<file path="config.mk">
export PLATFORM = sky130hd
export DESIGN_NAME = clk_div_n
export DESIGN_NICKNAME = d
export VERILOG_FILES = /design/src/rtl/clk_div_n.sv
export SDC_FILE = /design/constraint.sdc
export NUM_CORES = 1
export LEC_CHECK = 0
export ABC_AREA = 1
export BUFFER_PORTS_ARGS = -buffer_cell sky130_fd_sc_hd__buf_2
export CORE_MARGIN = 2
export CORE_UTILIZATION = 55
export CTS_BUF_LIST = sky130_fd_sc_hd__clkbuf_4
export DETAILED_ROUTE_END_ITERATION = 10
export PLACE_DENSITY = 0.72
export RECOVER_POWER = 50
export SETUP_SLACK_MARGIN = 0.3
export SYNTH_ARGS = -nofsm -noshare
export SYNTH_HDL_FRONTEND = slang
export SYNTH_SLANG_ARGS = --single-unit
</file>
<file path="constraint.sdc">
create_clock -name clk -period 3.18 [get_ports clk]
set_clock_uncertainty 0.05 [all_clocks]
set_input_delay 0.318 -clock clk [delete_from_list [all_inputs] [get_ports clk]]
set_output_delay 0.318 -clock clk [all_outputs]
set_load 0.05 [all_outputs]
</file>
<file path="src/rtl/clk_div_n.sv">
// rtl/clk_div_n.sv - programmable integer clock divider with queued divisor changes
// Define CLK_DIV_ODD_DUTY_EN for exact 50% duty on odd divisors (adds a negedge phase flop).
module clk_div_n #(
  parameter int WIDTH       = 8,
  parameter int DEFAULT_DIV = 3
) (
  input  logic             clk,
  input  logic             reset,
  input  logic             enable,
  input  logic [WIDTH-1:0] div_in,
  input  logic             div_load,
  output logic             div_ack,
  output logic             div_err,
  output logic             tick,
  output logic             clk_out
);

  localparam logic [WIDTH-1:0] DEF_DIV = WIDTH'(DEFAULT_DIV);
  localparam logic [WIDTH-1:0] MIN_DIV = WIDTH'(2);

  logic [WIDTH-1:0] div_q;
  logic [WIDTH-1:0] pend_q;
  logic             pend_v;
  logic [WIDTH-1:0] cnt;
  logic             ph_p;
  logic             run;

  logic [WIDTH-1:0] div_nx;
  logic [WIDTH-1:0] cnt_nx;
  logic             boundary;
  logic             load_ok;
  logic             apply;

  assign load_ok  = div_load && (div_in >= MIN_DIV);
  assign boundary = enable && (!run || (cnt == div_q - 1'b1));
  // While idle there is no period to protect, so a pending divisor goes in immediately.
  assign apply    = pend_v && (boundary || !enable);

  always_comb begin
    div_nx = div_q;
    cnt_nx = '0;
    if (apply) begin
      div_nx = pend_q;
    end
    if (enable && !boundary) begin
      cnt_nx = cnt + 1'b1;
    end
  end

  always_ff @(posedge clk) begin
    if (!reset) begin
      div_q   <= DEF_DIV;
      pend_q  <= '0;
      pend_v  <= 1'b0;
      cnt     <= '0;
      ph_p    <= 1'b0;
      run     <= 1'b0;
      tick    <= 1'b0;
      div_ack <= 1'b0;
      div_err <= 1'b0;
    end else begin
      div_q   <= div_nx;
      cnt     <= cnt_nx;
      run     <= enable;
      tick    <= boundary;
      div_ack <= apply;
      div_err <= div_load && !load_ok;
      ph_p    <= enable && (cnt_nx < (div_nx >> 1));
      // A same-edge load lands after the apply, so the older value is used and the new one waits.
      if (load_ok) begin
        pend_q <= div_in;
        pend_v <= 1'b1;
      end else if (apply) begin
        pend_v <= 1'b0;
      end
    end
  end

`ifdef CLK_DIV_ODD_DUTY_EN
  logic ph_n;

  always_ff @(negedge clk) begin
    if (!reset || !enable) begin
      ph_n <= 1'b0;
    end else begin
      ph_n <= ph_p;
    end
  end

  // Gating with run drops the output on the posedge that goes idle rather than half a cycle later.
  assign clk_out = div_q[0] ? (ph_p | (ph_n & run)) : ph_p;
`else
  assign clk_out = ph_p;
`endif

endmodule

</file>
==> results.md, run 1 <==
- Later-pin clock latency in the skew report: 0.33 ns
- Die area: 3410 um2
- Fmax: 0.374 GHz
- # DRC: 0
- Critical Path Start Type: flip-flop
- Antenna cells: 0
- Hold Crit Class: input pin to flip-flop
- Cell Int Power: 525 uW
- Sequential share of power: 54.7%
- Psw: 219 uW
- RePlAce Congestion: 0.828
- Multi-input logic area: 891 um2
- Clock tree from TritonCTS: built
- Post-synth top area cell: dfxtp_1
- Syn-to-layout area delta: 8.31%
- Clock network fraction of design power: 29.2%
- Gr ovfl total: 0
- Wirelength per Cell: 11.8 um
- Post-Syn Area: 1630 um2
- Share of cells above drive strength 1: 15.0%
- Fin Setup TNS: 0 ns
- Slew @ Worst Pin: 0.591 ns
- Die Span Y: 58.4 um
- Avg Cell Area, Syn: 7.10 um2
- Clock buffer depth: 2
- Arrival time at the worst endpoint: 2.90 ns
- Detailed placement HPWL: 2560 um
- VDD IR max: 0.456 mV
- Req. time, crit path: 3.41 ns
- Antenna-violating nets left: 0
- Detailed-route via count: 1,428
- Cell variety after synth: 32
- Dominant cells by area after synthesis: dfxtp_1, nand2_1, nor2_1
- Total CTS buffers: 5
- Final Cycle Share: 84.1%
- Rel. slew slack: 60.7%
- Fillers: 263
- Setup violators final: 0
- Asr flop ratio synth: 0%
- WS Path Type: flip-flop to flip-flop
- Syn Inst Count: 229
- Gate power share: 16.1%
- Max Cap Viol: 0
- Min Tclk post-route: 2.67 ns
- Crit path capture type: flip-flop
- Post-synthesis register bit count: 30
- Leak: 0.000857 uW
- Row cnt: 19
- Initial antenna violation count: 0
- First-pass GRT wire length: 5580 um
- GRT Util Overall: 22.0%
- Net Sw Frac: 29.4%
- Clk slew on worst S/H paths: 0.09 ns
- FF/Latch Area: 601 um2
- Final Hold Fails: 0
- Hold path cells: 3
- Die width: 58.4 um
- Power density over cell area: 422 nW/um2
- CP Max Fanout: 16
- # IOs: 16
- Clock Sinks: 30
- Setup Buffers After CTS: 0
- H-tree levels: 2
- Iter 0 DRT Violations: 62
- Placeable Area: 2780 um2
- Top-area cell type share of the netlist area: 36.9%
- Outcome: complete, no violations
- Routed WL: 3270 um
- First drt pass iteration count: 4
- Largest net degree at the start of global routing: 19
- Final worst slack: 0.507 ns
- Initial Util: 58.5%
- Post-synth EDFFs: 0
- Vias/cell: 5.14
- Vias in the first global route: 1,263
- Ys Warns: 0
- Slew Viols, Final: 0
- Unrepaired setup endpoints after global routing: false
- PortBufs: 15
- Reg2reg path depth: 15
- CTS Root Cell: clkbuf_4
- Top FF cell, synth: dfxtp_1
- Post-Syn Nets: 249
- Register area share after synthesis: 36.9%
- Nets: 266
- Placement Setup Slack: 0.546 ns
per-layer routing:
metal  vias up  GRT usage (%)  wire [um]
met3         4           6.59        165
met1       620           30.3       1620
met2        36           32.9       1460
met4         0           7.97         23
met5         -              0          0
li1        768              -          -
placed cells by master, fill, tap and decap left out:
master and instances:
inv_1 26, clkbuf_4 6, a21oi_1 8, xor2_1 3
xnor2_1 2, clkinv_1 2, or2_2 1, nand2_2 2
nand3_4 1, nand3_1 14, nor3_1 7, nor4_1 4
clkinv_2 1, nand2_8 1, mux2i_1 2, or4_1 1
inv_2 2, nor2_2 8, clkbuf_1 5, ha_1 8
nand2_1 53, o21ai_2 4, o21ai_0 7, o21ai_1 2
dfxtp_1 30, nor2_1 29, nand3b_1 2, nand4_1 4
a21oi_2 1, and3_1 1, buf_2 10
timing repair:
action / in CTS / in global routing
resized for setup: 0 / 1
hold buffers: 0 / 0
endpoints found under the setup margin: 0 / 1
power by group through the flow:
| stage | sequential [uW] | clock (uW) | combinational (uW) |
|---|---|---|---|
| 2_1_floorplan | 420 | 0 | 85.8 |
| 3_3_place_gp | 415 | 0 | 120 |
| 3_5_place_dp | 415 | 0 | 122 |
| 4_1_cts | 406 | 221 | 123 |
| 5_1_grt | 409 | 238 | 137 |
| 6_report | 407 | 217 | 120 |
sequential cells by signal, indices dropped and copies added, names as in the netlist:
| name | count |
|---|---|
| cnt | 8 |
| div_q | 8 |
| pend_q | 8 |
| clk_out | 1 |
| div_ack | 1 |
| div_err | 1 |
| pend_v | 1 |
| run | 1 |
| tick | 1 |
layout make-up:
| class | count | share of cell area (%) |
|---|---|---|
| clock buffer | 6 | 2.56 |
| clock inverter | 2 | 0.497 |
| inverter | 29 | 6.18 |
| multi-input combinational | 165 | 50.6 |
| sequential | 30 | 34.1 |
| tap | 31 | 2.20 |
| timing repair buffer | 15 | 3.91 |
Yosys cell counts, drive strengths merged (2+ instances only):
| cell type | count |
|---|---|
| clkbuf | 4 |
| mux2i | 2 |
| a21oi | 9 |
| dfxtp | 30 |
| nand4 | 4 |
| xnor2 | 2 |
| nand3 | 15 |
| ha | 8 |
| inv | 28 |
| nor4 | 4 |
| nor2 | 37 |
| nand2 | 56 |
| nand3b | 2 |
| xor2 | 3 |
| nor3 | 7 |
| o21ai | 13 |
worst max-delay path, stage by stage, from the launching register on:
cell,delay (ns)
dfxtp_1,0.33
inv_1,0.14
ha_1,0.26
nand2_1,0.14
o21ai_1,0.13
nand2_1,0.05
nand2_1,0.06
inv_1,0.04
nand3_1,0.13
nand3_4,0.22
nand2_8,0.19
mux2i_1,0.26
ha_1,0.29
nand3_1,0.10
nand4_1,0.11
a21oi_2,0.11
metrics by stage:
stage               total power [uW]  std cells  instance area (um2)  util, %  hold slack [ns]
floorplan                        506        229                 1630        -            0.380
global placement                 535        270                 1720     61.8            0.415
detailed placement               537        270                 1720     61.8            0.410
CTS                              750        278                 1770     63.7            0.156
global route                     785        278                 1760     63.3            0.153
finish                           744        278                 1760     63.3            0.162
logic make-up after synthesis:
group | count (synthesis) | synth area share, %
XOR/XNOR | 5 | 2.69
AND/OR/NAND/NOR | 128 | 37.1
multiplexers | 2 | 1.23
adder cells (fa/ha/maj) | 8 | 6.15
flip-flops | 30 | 36.9
AO/OA/AOI/OAI | 22 | 7.92
buffers and inverters | 34 | 8.00
path summary, 6_finish.rpt:
path / from / end / slack, ns
worst max-delay path: div_q[0] / clk_out / 0.51
worst min-delay path: div_in[0] / pend_q[0] / 0.16
worst max register to register: div_q[0] / clk_out / 0.51
worst min register to register: pend_q[1] / pend_q[1] / 0.42
(Power assumes the default switching activity.)
==> run 2: changes to the inputs <==
==> constraint.sdc (replaced) <==
create_clock -name clk -period 2.65 [get_ports clk]
set_clock_uncertainty 0.05 [all_clocks]
set_input_delay 0.265 -clock clk [delete_from_list [all_inputs] [get_ports clk]]
set_output_delay 0.265 -clock clk [all_outputs]
set_load 0.05 [all_outputs]
==> run 2 against run 1 <==
Compared with the run above: first-iteration DRC count decreased by 9.7%; largest power group unchanged; register-to-register slack got worse by 0.24 ns; combinational power is 43% higher; largest cell class unchanged; via count rose by 4.3%; total power up 25%; critical path depth decreased by 2.
==> results.md, run 2 (synthesis gave the netlist of run 1 again) <==
- Die Span Y: 58.4 um
- Reg2reg path depth: 13
- GRT met1 Usage: 31.3%
- First drt pass iteration count: 4
- Most frequent cells in the layout: nand2_1, dfxtp_1, nor2_1, inv_1, nand3_1
- Placeable Area: 2780 um2
- Slew @ Worst Pin: 0.582 ns
- Clk slew on worst S/H paths: 0.09 ns
- Antenna-violating nets left: 0
- Clock tree from TritonCTS: built
- Req. time, crit path: 2.83 ns
- Largest net degree at the start of global routing: 19
- Final Cycle Share: 90.0%
- Hold path cells: 3
- Flop-to-flop setup slack: 0.27 ns
- CTS Root Cell: clkbuf_4
- Initial Util: 58.5%
- Hold Crit Class: input pin to flip-flop
- Critical path's largest stage delay: 0.44 ns
- Rel. slew slack: 61.0%
- Hold path start: div_in[0]
- Final Hold Fails: 0
- Vias in the first global route: 1,299
- # DRC: 0
- Initial antenna violation count: 0
- Biggest regs: cnt: 8 flops, div_q: 8 flops, pend_q: 8 flops
- Met2 global-route usage: 35.5%
- Iter 0 DRT Violations: 56
- Routed WL: 3670 um
- H-tree levels: 2
- Leak: 0.000874 uW
- Clock buffer depth: 2
- Crit-path slowest cell: dfxtp_1
- Die area: 3410 um2
- Vias/cell: 5.25
- Arrival time at the worst endpoint: 2.56 ns
- Share of cells above drive strength 1: 24.9%
- Nets: 272
- Min Tclk post-route: 2.38 ns
- Clock Sinks: 30
- Worst Setup SP: div_q[0]
- Fillers: 246
- GR Util met3: 6.15%
- Hold Path Sink: pend_q[0]
- Fmax: 0.419 GHz
- Fin Setup TNS: 0 ns
- Gr ovfl total: 0
- RePlAce Congestion: 0.864
- Syn-to-layout area delta: 19.8%
- VDD IR max: 0.451 mV
- Final core occ: 70.1%
- First-pass GRT wire length: 5860 um
- CP Max Fanout: 6
- Reg2reg start: div_q[0]
- Detailed-route via count: 1,490
- Die width: 58.4 um
- Unrepaired setup endpoints after global routing: true
- Row cnt: 19
- Outcome: complete, no violations
- Max Cap Viol: 0
- Post-CTS Hold Buffers: 0
- Critical Path Start Type: flip-flop
- Later-pin clock latency in the skew report: 0.34 ns
- Power density over cell area: 477 nW/um2
- Crit path capture type: flip-flop
- Most common cell after layout, fill and taps aside: nand2_1
- Setup violators final: 0
- GR peak layer: met2
- Slew Viols, Final: 0
- PortBufs: 15
- Antenna cells: 0
- Total CTS buffers: 5
- CP cell instances: inv_6 > ha_4 > xor2_1 > o21ai_1 > nor2_2 > nand3_2 > nand3_4 > nand2_8 > mux2i_4 > ha_4 > nand4_1 > nand4_1 > a21oi_2
- WS Path Type: flip-flop to flip-flop
- Detailed placement HPWL: 2670 um
- Worst R2R End: clk_out
- Wirelength per Cell: 12.9 um
- GRT Util Overall: 23.3%
- # IOs: 16
-- run 2: layer usage --
metal	vias up	share of wire (%)
met3	6	3.1
met2	27	47
li1	787	-
met4	0	1.6
met1	670	48
met5	-	0
-- run 2: per-stage QoR --
step	area, um2	std cells	setup WS, ns	total power [uW]	hold slack [ns]
global route	1950	284	0.0978	970	0.111
floorplan	1630	229	0.303	608	0.344
global placement	1730	271	0.204	644	0.408
CTS	1820	281	0.320	913	0.0849
finish	1950	284	0.265	930	0.0968
detailed placement	1730	271	0.171	645	0.409
-- run 2: how the worst max path moves through the flow --
stage               to
2_1_floorplan  clk_out
4_1_cts        clk_out
3_5_place_dp   clk_out
6_report       clk_out
5_1_grt        clk_out
3_3_place_gp   clk_out
-- run 2: critical path: cells and delay by family (launching register included) --
| kind | cells | cell delay, ns |
|---|---|---|
| muxes | 1 | 0.22 |
| DFF | 1 | 0.44 |
| buffers and inverters | 1 | 0.07 |
| and+or+nand+nor | 6 | 0.69 |
| xor gates and xnor gates | 1 | 0.13 |
| AOI/OAI and AO/OA | 2 | 0.13 |
| adders and majority gates | 2 | 0.54 |
-- run 2: cell type report --
type	count	area, um2	share of cell area (%)
multi-input cells	166	1030	52.8
inverters	29	116	5.97
repair buffers	20	106	5.46
flip-flops and latches	30	604	31.0
clock inverters	2	8.76	0.449
well taps	31	38.8	1.99
clock buffers	6	45.0	2.31
-- run 2: what timing repair did --
action,4_1_cts,5_1_grt
pin swaps,2,9
cloned,0,1
setup buffers,2,2
endpoints found under the setup margin,1,1
resized for setup,6,24
-- run 2: report_power, final --
group	leakage, uW	switching (uW)	internal (uW)
logic	0.000595	106	64.5
clock network	0.0000331	156	110
registers	0.000246	21.8	471
total	0.000874	284	645
